--- config.mk ---
export PLATFORM = sky130hd
export DESIGN_NAME = ps2_cmd_sequencer
export DESIGN_NICKNAME = d
export VERILOG_FILES = /design/src/rtl/ps2_cmd_sequencer.sv
export SDC_FILE = /design/constraint.sdc
export NUM_CORES = 1
export LEC_CHECK = 0
export ABC_AREA = 1
export CAP_MARGIN = 5
export CORE_MARGIN = 2
export CORE_UTILIZATION = 50
export DETAILED_ROUTE_END_ITERATION = 7
export PLACE_DENSITY_LB_ADDON = 0.25
export SYNTH_ARGS = -nofsm -noshare
export SYNTH_HDL_FRONTEND = slang
export SYNTH_SLANG_ARGS = --single-unit
--- constraint.sdc ---
create_clock -name CLOCK_50 -period 3.8 [get_ports CLOCK_50]
set_input_delay 0.76 -clock CLOCK_50 [delete_from_list [all_inputs] [get_ports CLOCK_50]]
set_output_delay 0.76 -clock CLOCK_50 [all_outputs]
set_load 0.005 [all_outputs]
--- src/rtl/ps2_cmd_sequencer.sv ---
// Host-to-device PS/2 command sequencer: sends a command and an optional argument through
// PS2_Controller, handles ACK/RESEND and timeouts, and optionally captures one response byte.
module ps2_cmd_sequencer #(
  parameter int ACK_TIMEOUT  = 1_000_000,
  parameter int RESP_TIMEOUT = 50_000_000,
  parameter int MAX_RETRY    = 3
) (
  input  logic       CLOCK_50,
  input  logic       resetn,
  input  logic       req,
  input  logic [7:0] req_cmd,
  input  logic       req_has_arg,
  input  logic [7:0] req_arg,
  input  logic       req_resp,
  output logic       busy,
  output logic       done,
  output logic [1:0] status,
  output logic [7:0] resp_data,
  output logic [7:0] key_data,
  output logic       key_valid,
  output logic [7:0] the_command,
  output logic       send_command,
  input  logic       command_was_sent,
  input  logic       error_communication_timed_out,
  input  logic [7:0] received_data,
  input  logic       received_data_en
);

  localparam int TMAX = (ACK_TIMEOUT > RESP_TIMEOUT) ? ACK_TIMEOUT : RESP_TIMEOUT;
  localparam int TW   = $clog2(TMAX + 1);
  localparam logic [TW-1:0] ACK_LAST    = TW'(ACK_TIMEOUT - 1);
  localparam logic [TW-1:0] RESP_LAST   = TW'(RESP_TIMEOUT - 1);
  localparam logic [3:0]    RETRY_LIMIT = 4'(MAX_RETRY);

  localparam logic [7:0] BYTE_ACK    = 8'hFA;
  localparam logic [7:0] BYTE_RESEND = 8'hFE;

  localparam logic [1:0] ST_OK      = 2'b00;
  localparam logic [1:0] ST_NAK     = 2'b01;
  localparam logic [1:0] ST_TIMEOUT = 2'b10;
  localparam logic [1:0] ST_LINE    = 2'b11;

  typedef enum logic [2:0] {
    S_IDLE,
    S_TX,
    S_GAP,
    S_WAIT_ACK,
    S_WAIT_RESP,
    S_FIN
  } state_t;

  state_t        state, state_n;
  logic [7:0]    arg_q, arg_n;
  logic          has_arg_q, has_arg_n;
  logic          want_resp_q, want_resp_n;
  logic          arg_phase, arg_phase_n;
  logic [3:0]    retry, retry_n;
  logic [TW-1:0] timer, timer_n;

  logic          busy_n, done_n, key_valid_n, send_command_n;
  logic [1:0]    status_n;
  logic [7:0]    resp_data_n, key_data_n, the_command_n;
  logic          forward;

  // Retries resend the_command as held, so the command byte needs no separate copy.
  always_comb begin
    state_n        = state;
    arg_n          = arg_q;
    has_arg_n      = has_arg_q;
    want_resp_n    = want_resp_q;
    arg_phase_n    = arg_phase;
    retry_n        = retry;
    timer_n        = timer;
    busy_n         = busy;
    done_n         = 1'b0;
    status_n       = ST_OK;
    resp_data_n    = 8'h00;
    the_command_n  = the_command;
    send_command_n = send_command;
    forward        = received_data_en;

    case (state)
      S_IDLE: begin
        if (req) begin
          arg_n          = req_arg;
          has_arg_n      = req_has_arg;
          want_resp_n    = req_resp;
          arg_phase_n    = 1'b0;
          retry_n        = 4'd0;
          the_command_n  = req_cmd;
          send_command_n = 1'b1;
          busy_n         = 1'b1;
          state_n        = S_TX;
        end
      end

      S_TX: begin
        if (error_communication_timed_out) begin
          send_command_n = 1'b0;
          busy_n         = 1'b0;
          done_n         = 1'b1;
          status_n       = ST_LINE;
          state_n        = S_FIN;
        end else if (command_was_sent) begin
          send_command_n = 1'b0;
          state_n        = S_GAP;
        end
      end

      S_GAP: begin
        timer_n = '0;
        state_n = S_WAIT_ACK;
      end

      // A consumed ACK/RESEND takes priority over a timer expiring in the same cycle.
      S_WAIT_ACK: begin
        if (received_data_en && received_data == BYTE_ACK) begin
          forward = 1'b0;
          if (!arg_phase && has_arg_q) begin
            arg_phase_n    = 1'b1;
            the_command_n  = arg_q;
            send_command_n = 1'b1;
            state_n        = S_TX;
          end else if (want_resp_q) begin
            timer_n = '0;
            state_n = S_WAIT_RESP;
          end else begin
            busy_n  = 1'b0;
            done_n  = 1'b1;
            status_n = ST_OK;
            state_n = S_FIN;
          end
        end else if (received_data_en && received_data == BYTE_RESEND) begin
          forward = 1'b0;
          if (retry < RETRY_LIMIT) begin
            retry_n        = retry + 4'd1;
            send_command_n = 1'b1;
            state_n        = S_TX;
          end else begin
            busy_n   = 1'b0;
            done_n   = 1'b1;
            status_n = ST_NAK;
            state_n  = S_FIN;
          end
        end else if (timer == ACK_LAST) begin
          busy_n   = 1'b0;
          done_n   = 1'b1;
          status_n = ST_TIMEOUT;
          state_n  = S_FIN;
        end else begin
          timer_n = timer + TW'(1);
        end
      end

      S_WAIT_RESP: begin
        if (received_data_en) begin
          forward     = 1'b0;
          resp_data_n = received_data;
          busy_n      = 1'b0;
          done_n      = 1'b1;
          status_n    = ST_OK;
          state_n     = S_FIN;
        end else if (timer == RESP_LAST) begin
          busy_n   = 1'b0;
          done_n   = 1'b1;
          status_n = ST_TIMEOUT;
          state_n  = S_FIN;
        end else begin
          timer_n = timer + TW'(1);
        end
      end

      S_FIN: state_n = S_IDLE;

      default: state_n = S_IDLE;
    endcase

    key_valid_n = forward;
    key_data_n  = forward ? received_data : key_data;
  end

  always_ff @(posedge CLOCK_50 or negedge resetn) begin
    if (!resetn) begin
      state        <= S_IDLE;
      arg_q        <= 8'h00;
      has_arg_q    <= 1'b0;
      want_resp_q  <= 1'b0;
      arg_phase    <= 1'b0;
      retry        <= 4'd0;
      timer        <= '0;
      busy         <= 1'b0;
      done         <= 1'b0;
      status       <= 2'b00;
      resp_data    <= 8'h00;
      key_data     <= 8'h00;
      key_valid    <= 1'b0;
      the_command  <= 8'h00;
      send_command <= 1'b0;
    end else begin
      state        <= state_n;
      arg_q        <= arg_n;
      has_arg_q    <= has_arg_n;
      want_resp_q  <= want_resp_n;
      arg_phase    <= arg_phase_n;
      retry        <= retry_n;
      timer        <= timer_n;
      busy         <= busy_n;
      done         <= done_n;
      status       <= status_n;
      resp_data    <= resp_data_n;
      key_data     <= key_data_n;
      key_valid    <= key_valid_n;
      the_command  <= the_command_n;
      send_command <= send_command_n;
    end
  end

endmodule

## Word level (Yosys, flattened, before mapping)

Index checks and enable logic that the tools add are counted.

| storage, ports and cells | value |
|---|---|
| input bits | 32 |
| register bits | 74 |

| operators by class | value |
|---|---|
| equal/unequal tests | 29 |
| $add $sub $neg | 2 |
| muxes and demuxes | 73 |
| reduce and logical (&&, ||, !) cells | 16 |
| magnitude comparators | 1 |

Operators by type and width:

| operator | count |
|---|---|
| $mux W26 | 7 |
| $pmux W26 S3 | 1 |
| $mux W8 | 5 |
| $mux W1 | 31 |
| $mux W3 | 10 |
| $ne A3 B3 Y1 const B | 10 |
| $add A26 B1 Y26 const B | 1 |
| $eq A26 B20 Y1 const B | 1 |
| $eq A26 B26 Y1 const B | 1 |
| $ne A2 B2 Y1 const B | 9 |
| $eq A8 B8 Y1 const B | 2 |
| $mux W4 | 4 |
| $pmux W8 S2 | 1 |
| $pmux W3 S5 | 1 |
| $mux W2 | 6 |
| $ne A4 B4 Y1 const B | 2 |
| $pmux W4 S2 | 1 |
| $reduce_and A4 Y1 | 2 |
| $reduce_and A8 Y1 | 1 |
| $reduce_and A7 Y1 | 1 |
| $eq A3 B2 Y1 const B | 2 |
| $pmux W1 S3 | 2 |
| $pmux W2 S3 | 1 |
| $reduce_and A6 Y1 | 1 |
| 14 further kinds | 18 |

## Logic depth before layout (Yosys ltp)

Gate-level depths: netlist (run 1).

| logic depth | value |
|---|---|
| depth after elaboration | 5 |
| depth in mapped cells | 12 |
| depth with buffers taken out | 12 |

## Least setup slack after synthesis (run 1)

Ideal clock, no wire load.

| path | value |
|---|---|
| kind | input -> register |
| from | in received_data[0] |
| to | reg key_data[2] |
| cell stages on the path | 9 |
| arrival time | 1.795 ns |
| library setup time | 0.122 ns |
| path slack | 1.884 ns |
| buffers on the path | 1 |
| data required time | 3.678 ns |
| cell sequence | inv_1 > nand2_1 > nor3_1 > nand3_1 > nand4_1 > nand2_1 > buf_4 > nor2_1 > a21oi_1 |

| between the ends | value |
|---|---|
| word-level cells in the longest chain between the ends | 5 |

RTL lines:

| element | line | source |
|---|---|---|
| start: declaration | 25 | `input logic [7:0] received_data,` |
| $eq A8 B8 Y1 | 133 | `end else if (received_data_en && received_data == BYTE_RESEND) begin` |
| $logic_and A1 B1 Y1 | 133 |  |
| $mux W1 | 133 |  |
| $mux W1 (*) | 117 | `if (received_data_en && received_data == BYTE_ACK) begin` |
| $pmux W1 S2 (*) | 82 | `case (state)` |
| named net forward | 63 | `logic forward;` |
| end signal: assignment | 211 | `key_data <= key_data_n;` |
| end: declaration | 19 | `output logic [7:0] key_data,` |

Mark *: on every way through the listed nets, which the timed path passes. The rest lies on a longest branch.
A chain may end at the register's enable or synchronous reset.

## Worst setup path after layout (run 1)

| path | value |
|---|---|
| from | in received_data_en |
| to | reg timer[5] |

| between the ends | value |
|---|---|
| word-level cells in the longest chain between the ends | 3 |

RTL lines:

| element | line | source |
|---|---|---|
| start: declaration | 26 | `input logic received_data_en` |
| $logic_and A1 B1 Y1, on equally long branches | 117, 133 |  |
| $ne A3 B3 Y1 (no source line) / $mux W26 (equally long branches) | n/a |  |
| $reduce_and A7 Y1 (no source line) / $pmux W26 S3 (equally long branches) | n/a |  |
| end signal: assignment | 206 | `timer <= timer_n;` |
| end: declaration | 58 | `logic [TW-1:0] timer, timer_n;` |

Parallel ways exist; a longest one is shown, timed or not.

==> flow_summary.json, run 1 <==
{
  "synth-compound-area-share_pct": 4.20,
  "vdd.ir_drop.worst_mv": 0.327,
  "switching_share_pct": 38.9,
  "fraction_of_power_consumed_by_combinational_cells_pct": 38.4,
  "final_worst_path_period_need_ns": 2.75,
  "timing.critical_path.cells": "clkdlybuf4s50_1, nand3_1, nor2_2, a21oi_2, inv_2, nand2_1, nand4_1, nand2_1",
  "synth_area_per_cell_um2": 7.26,
  "skew_ns": 0.00946,
  "clockPowerShare_pct": 23.1,
  "cp_slowest_stage_delay_ns": 0.77,
  "placementRows": 33,
  "mostFrequentLayoutCell": "nand2_1",
  "netlist_area_um2": 4170,
  "first_global_vias": 4022,
  "place_congestion": 0.982,
  "h-tree-depth": 3,
  "via_per_inst": 5.31,
  "grt_antenna_before_repair": 0,
  "netSwitchingPower_mw": 1.10,
  "yosys.area_share.simple_pct": 41.2,
  "dpl-instance-area_um2": 4840,
  "via_count": 3945,
  "dpl_worst_slack_ns": 0.680,
  "floorplan.core_area_um2": 8130,
  "fillers": 756,
  "cts_hold_buffers": 0,
  "worstSetupEndpointType": "register",
  "cts_tree": "yes",
  "crit_fanout": 22,
  "max-clock-path-buffers": 2,
  "timing.critical_path.mode_cell": "nand2_1",
  "hold_slack_ns": 0.486,
  "synthDistinctLibCells": 32,
  "cts.reportedPaths.clkPinSlew_ns": 0.09,
  "top_cells_by_area_in_the_synthesized_netlist": "dfrtp_1 (44%), nand2_1 (19%), nor2_1 (6.5%), nand4_1 (5.1%), nand3_1 (4.7%)",
  "numClockSinks": 74,
  "antenna_cells": 0,
  "required_ns": 4.05,
  "timing.final.crit_share_pct": 72.4,
  "post_synth_inst_count": 574,
  "seq_power_share_pct": 38.4,
  "syn-num-nets": 609,
  "ys_dominant_reg_cell": "dfrtp_1",
  "tns_ns": 0,
  "synth_largest_area_cell": "dfrtp_1",
  "ant_nets": 0,
  "grt_max_degree": 75,
  "synth.ff_latch_count": 74,
  "num_io_pins": 62,
  "drv.max_cap_violation_count": 0,
  "route.detailed.drc": 0,
  "fmaxAchievable_mhz": 363,
  "synth.area.mux_share_pct": 0,
  "dr_wl_cell_um": 14.2,
  "post-cts-setup-buffer-count": 0,
  "tritoncts.num_buffers": 9,
  "synth.yosys.seq_area_share_pct": 44.4,
  "synth_top_family_by_area": "simple AND/OR/NAND/NOR gates",
  "drt_pass_1_iters": 5,
  "dp_hpwl_um": 7660,
  "rsz0062_at_grt": "no",
  "timing_worst_slew_pin_value_ns": 0.925,
  "nets": 668,
  "postCtsResizedCells": 0,
  "detail_route.iter0.violations": 225,
  "hold_class": "register to register",
  "synth_fa_ha_area_share_pct": 0.901,
  "number_of_flops_mapped_to_enable_cells_by_yosys": 0,
  "grt.total_usage_pct": 25.5,
  "p_int_mw": 1.73,
  "power_density_nw_per_um2": 562,
  "synth_xor_xnor_area_share_pct": 2.52,
  "yosys_warnings": 0,
  "synthDominantCellAreaShare_pct": 44.4,
  "critical_path.startpoint_type": "input port",
  "timing.final.hold_violations": 0,
  "worst_slack_ns": 1.05,
  "timing.critical_path.slowest_stage_cell": "clkdlybuf4s50_1",
  "criticalPathCategory": "input port to register",
  "worst_skew_pair.late_latency_ns": 0.36,
  "grt.overflow.total": 0,
  "timing.max_slew.rel_slack_pct": 38.3,
  "route.final.wire_length_um": 10600,
  "root_buffer": "clkbuf_8",
  "layout-drive-gt1-share_pct": 7.37,
  "report.final.setup_viol": 0,
  "timing_max_transition_violations_final": 0,
  "p_leak_nw": 2.44,
  "place.port_buffers": 61,
  "areaGrowthSynthToFinish_pct": 21.0,
  "fp.dieArea_um2": 9080,
  "floorplan.die.height_um": 95.3,
  "initial_utilization_pct": 51.2,
  "crit_arrival_ns": 3.00,
  "final_area_um2": 5040,
  "run_status": "complete, no violations",
  "fin_total_pwr_mw": 2.83,
  "grt_pass1_wl_um": 18300,
  "async_reset_ff_share_pct": 100,
  "die_width_um": 95.3,
  "most_frequent_cells_in_the_layout": "nand2_1 (214), dfrtp_1 (74), nor2_1 (72)"
}
kinds of logic after synthesis:
kind of cell,after synthesis
buffers and inverters,67
adder cells (fa/ha/maj),3
flip-flops,74
AO/OA/AOI/OAI,30
AND/OR/NAND/NOR,388
XOR/XNOR,12
through the flow:
step           util [%]  cells
2_1_floorplan         -    574
3_3_place_gp       59.5    727
3_5_place_dp       59.5    727
4_1_cts            62.0    743
5_1_grt            62.0    743
6_report           62.0    743
final timing paths:
check / slack [ns] / cells past startpoint / endpoint / from
max in group asynchronous: 2.66 / 1 / resp_data[7] / resetn
setup reg to reg: 1.50 / 7 / timer[5] / state[2]
hold / removal: 0.49 / 2 / send_command / send_command
setup / recovery: 1.05 / 8 / timer[5] / received_data_en
hold reg to reg: 0.49 / 2 / send_command / send_command
min in group asynchronous: 0.51 / 1 / timer[5] / resetn
flip-flops by register name (all words and copies together) (netlist names):
signal        cells
the_command       8
has_arg_q         1
resp_data         8
busy              1
retry             4
key_valid         1
want_resp_q       1
key_data          8
status            2
arg_phase         1
timer            26
arg_q             8
state             3
done              1
send_command      1
power groups by stage:
stage,clock network [mW],logic (mW),registers [mW]
finish,0.656,1.09,1.09
floorplan,0,0.664,1.10
global placement,0,1.07,1.10
CTS,0.666,1.09,1.09
global route,0.697,1.22,1.11
detailed placement,0,1.09,1.10
layout make-up:
type	count	area (um^2)	share of cell area [%]
multi-input combinational	433	2030	40.3
sequential	74	1850	36.7
timing repair buffer	64	631	12.5
inverter	51	191	3.79
tap	105	131	2.60
clock buffer	9	124	2.46
clock inverter	7	82.6	1.64
per-layer routing:
| metal | vias up | GRT usage, % | wire (um) |
|---|---|---|---|
| li1 | 1965 | - | - |
| met4 | 0 | 10.7 | 231 |
| met5 | - | 0 | 0 |
| met3 | 25 | 5.06 | 491 |
| met1 | 1840 | 32.1 | 4550 |
| met2 | 115 | 42.8 | 5300 |
worst max-delay path: cells and delay by family:
family	cells	cell delay, ns
buffers and inverters	2	0.87
and+or+nand+nor	5	1.21
AOI/OAI and AO/OA	1	0.14
synthesized netlist by cell type, types with 6 or more instances:
cell type,number
inv_1,45
nand4_1,34
nor2_1,72
a21oi_1,7
dfrtp_1,74
o21ai_0,10
a31oi_1,9
nand3_1,39
nor2_2,6
buf_2,7
nand2_1,214
xor2_1,8
Power figures use the tool's default switching activity.
==> inputs of run 2 (changes only) <==
--- a/config.mk
+++ b/config.mk
@@ -8,7 +8,7 @@
 export ABC_AREA = 1
 export CAP_MARGIN = 5
 export CORE_MARGIN = 2
-export CORE_UTILIZATION = 50
+export CORE_UTILIZATION = 49
 export DETAILED_ROUTE_END_ITERATION = 7
 export PLACE_DENSITY_LB_ADDON = 0.25
 export SYNTH_ARGS = -nofsm -noshare
==> constraint.sdc (replaced) <==
create_clock -name CLOCK_50 -period 2.4 [get_ports CLOCK_50]
set_input_delay 0.48 -clock CLOCK_50 [delete_from_list [all_inputs] [get_ports CLOCK_50]]
set_output_delay 0.48 -clock CLOCK_50 [all_outputs]
set_load 0.005 [all_outputs]
==> run 2 against run 1 <==
Sequential cell count unchanged. Design area is 1.1% higher. Worst setup slack got worse by 0.74 ns. Non-clock buffer count rose by 9. Utilization up 0.062 points. Wire length down 3.1%. Combinational power increased by 62%. Clock skew down 0.00096 ns. Via count grew 0.23%. Critical path type is now register to register. Largest cell class unchanged. Largest power group is now combinational cells.
==> flow_summary.json, run 2 (synthesized netlist as in run 1, its figures left out) <==
{
  "criticalPathCategory": "register to register",
  "route.final.wire_length_um": 10300,
  "dpl_worst_slack_ns": 0.138,
  "areaGrowthSynthToFinish_pct": 22.4,
  "root_buffer": "clkbuf_8",
  "timing.final.crit_share_pct": 87.1,
  "final_area_um2": 5100,
  "initial_utilization_pct": 50.7,
  "p_leak_nw": 2.48,
  "fmaxAchievable_mhz": 478,
  "floorplan.core_area_um2": 8220,
  "grt_max_degree": 45,
  "regMostFlops": "timer",
  "grt.overflow.total": 0,
  "skew_ns": 0.00849,
  "floorplan.die.height_um": 96.2,
  "max-clock-path-buffers": 2,
  "nets": 677,
  "dp_hpwl_um": 7480,
  "dpl_cells": 736,
  "fin_total_pwr_mw": 4.44,
  "critical_path.startpoint_type": "register",
  "place_congestion": 0.944,
  "largest_register_ffs": 26,
  "place.port_buffers": 61,
  "grt.total_usage_pct": 23.9,
  "final_util_pct": 62.1,
  "timing_max_transition_violations_final": 0,
  "worstPathBufferInverterCount": 2,
  "crit_arrival_ns": 2.39,
  "crit_fanout": 26,
  "worst_slack_ns": 0.309,
  "final_worst_path_period_need_ns": 2.09,
  "antenna_cells": 0,
  "final_cell_count_no_fill": 752,
  "worstSetupEndpointType": "register",
  "grt_pass1_wl_um": 17100,
  "most_frequent_cells_in_the_layout": "nand2_1 (214), dfrtp_1 (74), nor2_1 (72)",
  "tritoncts.num_buffers": 9,
  "worst_skew_pair.late_latency_ns": 0.37,
  "hold_class": "input port to asynchronous set/reset pin",
  "h-tree-depth": 3,
  "vdd.ir_drop.worst_mv": 0.656,
  "first_global_vias": 3691,
  "drv.max_cap_violation_count": 0,
  "dpl-instance-area_um2": 4920,
  "required_ns": 2.70,
  "timing.max_slew.rel_slack_pct": 61.9,
  "rsz0062_at_grt": "no",
  "die_width_um": 96.2,
  "cts.reportedPaths.clkPinSlew_ns": 0.09,
  "hold_slack_ns": 0.111,
  "via_count": 3954,
  "numClockSinks": 74,
  "num_io_pins": 62,
  "timing.critical_path.cells": "inv_2, nand3_2, inv_2, nand4_1, nand3_2, nor2_4, nand2_4, nand2_1, nand2_1",
  "grt_antenna_before_repair": 0,
  "post-cts-setup-buffer-count": 0,
  "cts_hold_buffers": 0,
  "dr_wl_cell_um": 13.6,
  "drt_pass_1_iters": 5,
  "via_per_inst": 5.26,
  "tns_ns": 0,
  "postCtsResizedCells": 0,
  "run_status": "complete, no violations",
  "cp_slowest_stage_delay_ns": 0.40,
  "detail_route.iter0.violations": 219,
  "timing.final.hold_violations": 0,
  "cpLargestDelayFamily": "simple AND/OR/NAND/NOR gates",
  "power_density_nw_per_um2": 871,
  "timing_worst_slew_pin_value_ns": 0.571,
  "route.detailed.drc": 0,
  "timing.critical_path.slowest_stage_cell": "dfrtp_1",
  "report.final.setup_viol": 0,
  "cts_tree": "yes",
  "layout-drive-gt1-share_pct": 8.66,
  "fp.dieArea_um2": 9260,
  "mostFrequentLayoutCell": "nand2_1",
  "placementRows": 33,
  "ant_nets": 0
}
-- run 2: cell count changes in the layout (fill, tap and decap cells not counted), sizes merged --
cell / delta
clkinv: +2
bufinv: -1
buf: +9
clkinvlp: -1
-- run 2: cell type report --
cell class,instances,area (um^2)
Sequential cell,74,1850
Fill cell,728,3120
Inverter,51,191
Multi-Input combinational cell,433,2030
Clock buffer,9,124
Timing Repair Buffer,73,711
Clock inverter,7,58.8
Tap cell,105,131
-- run 2: routing by layer --
| metal | up-vias | share of wire (%) | global-route usage [%] | wire length (um) |
|---|---|---|---|---|
| met5 | - | 0 | 0 | 0 |
| met4 | 0 | 2.0 | 9.52 | 202 |
| met3 | 20 | 4.4 | 3.52 | 452 |
| met2 | 110 | 49 | 38.8 | 4990 |
| met1 | 1837 | 45 | 32.2 | 4610 |
| li1 | 1987 | - | - | - |
-- run 2: worst paths after layout --
| path | from | endpoint | slack, ns | cells after the start |
|---|---|---|---|---|
| worst max-delay path | state[2] | timer[6] | 0.31 | 9 |
| worst max register to register | state[2] | timer[6] | 0.31 | 9 |
| worst min register to register | send_command | send_command | 0.49 | 2 |
| min in group CLOCK_50 | send_command | send_command | 0.49 | 2 |
| worst min-delay path | resetn | timer[7] | 0.11 | 1 |
| max in group asynchronous | resetn | retry[0] | 1.72 | 2 |
-- run 2: power by group --
part	switching (mW)	internal, mW
clock	0.547	0.393
sequential	0.179	1.55
combinational	1.04	0.733
==> inputs of run 3 (changes only) <==
--- a/config.mk
+++ b/config.mk
@@ -8,8 +8,9 @@
 export ABC_AREA = 1
 export CAP_MARGIN = 5
 export CORE_MARGIN = 2
-export CORE_UTILIZATION = 49
+export CORE_UTILIZATION = 35
 export DETAILED_ROUTE_END_ITERATION = 7
+export MAX_ROUTING_LAYER = met4
 export PLACE_DENSITY_LB_ADDON = 0.25
 export SYNTH_ARGS = -nofsm -noshare
 export SYNTH_HDL_FRONTEND = slang
==> run 3 against run 2 <==
The flow now finishes with violations (DRC). Critical path depth rose by 2. Wire length up 4.2%. Die area is 38% higher. Highest routed layer unchanged. Count of clock-buffer cells in the layout is the same. Cell count up 5.6%.
==> flow_summary.json, run 3 (synthesized netlist as in run 1, its figures left out) <==
{
  "grt_antenna_before_repair": 0,
  "cts_hold_buffers": 0,
  "antenna_cells": 0,
  "floorplan.core_area_um2": 11500,
  "initial_utilization_pct": 36.2,
  "floorplan.die.height_um": 113,
  "seq_power_share_pct": 35.4,
  "criticalPathCategory": "register to register",
  "route.detailed.drc": 2,
  "crit_fanout": 26,
  "p_leak_nw": 2.55,
  "placementRows": 39,
  "largest_register_ffs": 26,
  "switching_share_pct": 36.6,
  "rsz0062_at_grt": "no",
  "failed_checks": "DRC",
  "skew_ns": 0.0122,
  "grt.total_usage_pct": 17.9,
  "fp.dieArea_um2": 12800,
  "timing.final.hold_violations": 0,
  "dpl-instance-area_um2": 5000,
  "numClockSinks": 74,
  "dpl_cells": 778,
  "die_width_um": 113,
  "detail_route.iter0.violations": 250,
  "drt_pass_1_iters": 7,
  "final_cell_count_no_fill": 794,
  "grt_max_degree": 44,
  "hold_class": "input port to asynchronous set/reset pin",
  "place.port_buffers": 61,
  "final_area_um2": 5300,
  "timing.final.crit_share_pct": 86.0,
  "grt_pass1_wl_um": 18200,
  "dr_wl_cell_um": 13.5,
  "rrSetupSlack_ns": 0.34,
  "clockPowerShare_pct": 28.5,
  "num_io_pins": 62,
  "dp_hpwl_um": 7780,
  "areaGrowthSynthToFinish_pct": 27.3,
  "grt.overflow.total": 0,
  "fin_total_pwr_mw": 4.91,
  "via_per_inst": 4.96,
  "global_route_track_usage_on_met2_pct": 28.4,
  "global_route.usage.met1_pct": 23.8,
  "required_ns": 2.66,
  "root_buffer": "clkbuf_16",
  "place_congestion": 0.949,
  "post-cts-setup-buffer-count": 0,
  "worstSetupEndpointType": "register",
  "report.final.setup_viol": 0,
  "final_util_pct": 46.1,
  "regToRegStartpoint": "timer[0]",
  "worstRegToRegCells": 11,
  "timing_max_transition_violations_final": 0,
  "postCtsResizedCells": 0,
  "tns_ns": 0,
  "via_count": 3938,
  "layout-drive-gt1-share_pct": 9.22,
  "tritoncts.num_buffers": 9,
  "mostFrequentLayoutCell": "nand2_1",
  "power_density_nw_per_um2": 927,
  "rr_endpoint": "timer[24]",
  "route.final.wire_length_um": 10700,
  "cts.reportedPaths.clkPinSlew_ns": 0.06,
  "nets": 681,
  "highest_utilization_routing_layer_at_the_global_route_stage": "met2",
  "vdd.ir_drop.worst_mv": 0.476,
  "critical_path.startpoint_type": "register",
  "crit_arrival_ns": 2.33,
  "run_status": "complete, but fails checks",
  "worst_skew_pair.late_latency_ns": 0.33,
  "first_global_vias": 3832,
  "drv.max_cap_violation_count": 0,
  "max-clock-path-buffers": 2,
  "timing_worst_slew_pin_value_ns": 0.437,
  "most_frequent_cells_in_the_layout": "nand2_1 (214), dfrtp_1 (74), nor2_1 (72)",
  "fmaxAchievable_mhz": 484,
  "gr-usage-met3_pct": 3.16,
  "fraction_of_power_consumed_by_combinational_cells_pct": 36.1,
  "regMostFlops": "timer",
  "ant_nets": 0,
  "timing.max_slew.rel_slack_pct": 70.9,
  "netSwitchingPower_mw": 1.80,
  "h-tree-depth": 3,
  "fillers": 1137,
  "cts_tree": "yes",
  "final_worst_path_period_need_ns": 2.06,
  "p_int_mw": 3.11
}
[run 3: metal layers]
| metal | wire (um) | share of wire [%] |
|---|---|---|
| met4 | 76 | 0.71 |
| met5 | 0 | 0 |
| met2 | 5040 | 47 |
| met1 | 5160 | 48 |
| met3 | 408 | 3.8 |
[run 3: area by class of cell]
| class | instances | area, um^2 | area share [%] |
|---|---|---|---|
| Multi-Input combinational cell | 433 | 2030 | 38.3 |
| Timing Repair Buffer | 77 | 741 | 14.0 |
| Clock inverter | 7 | 82.6 | 1.56 |
| Sequential cell | 74 | 1850 | 34.9 |
| Clock buffer | 9 | 225 | 4.25 |
| Tap cell | 143 | 179 | 3.37 |
| Inverter | 51 | 191 | 3.61 |
[run 3: how the worst max path moves through the flow]
stage,from,to,slack (ns),cells after the start
6_report,timer[0],timer[24],0.34,11
5_1_grt,timer[0],timer[20],0.15,11
4_1_cts,timer[0],timer[24],0.35,11
3_5_place_dp,received_data[6],timer[24],0.04,11
3_3_place_gp,received_data[6],timer[24],0.06,11
2_1_floorplan,timer[0],timer[17],0.76,11
[run 3: metrics by stage]
step           hold slack, ns  setup WS [ns]
2_1_floorplan           0.184          0.756
3_3_place_gp            0.450         0.0601
3_5_place_dp            0.457         0.0391
4_1_cts                0.0999          0.352
5_1_grt                 0.107          0.146
6_report               0.0851          0.336
[run 3: worst max-delay path: stages (launching register included)]
cell	delay [ns]
dfrtp_1	0.45
ha_1	0.22
inv_1	0.06
nor2_2	0.21
nand3_1	0.11
nor2_1	0.12
nand2_1	0.11
nand2_1	0.08
nand2_1	0.14
nand2_4	0.30
nand2_1	0.10
nand2_1	0.08
[run 3: power by group through the flow]
stage                     combinational [mW]  clock (mW)  sequential, mW
after floorplan                         1.05           0            1.74
after global placement                  1.76           0            1.75
after detailed placement                1.78           0            1.76
after CTS                               1.79        1.43            1.74
after global routing                    1.99        1.49            1.77
final                                   1.77        1.40            1.74
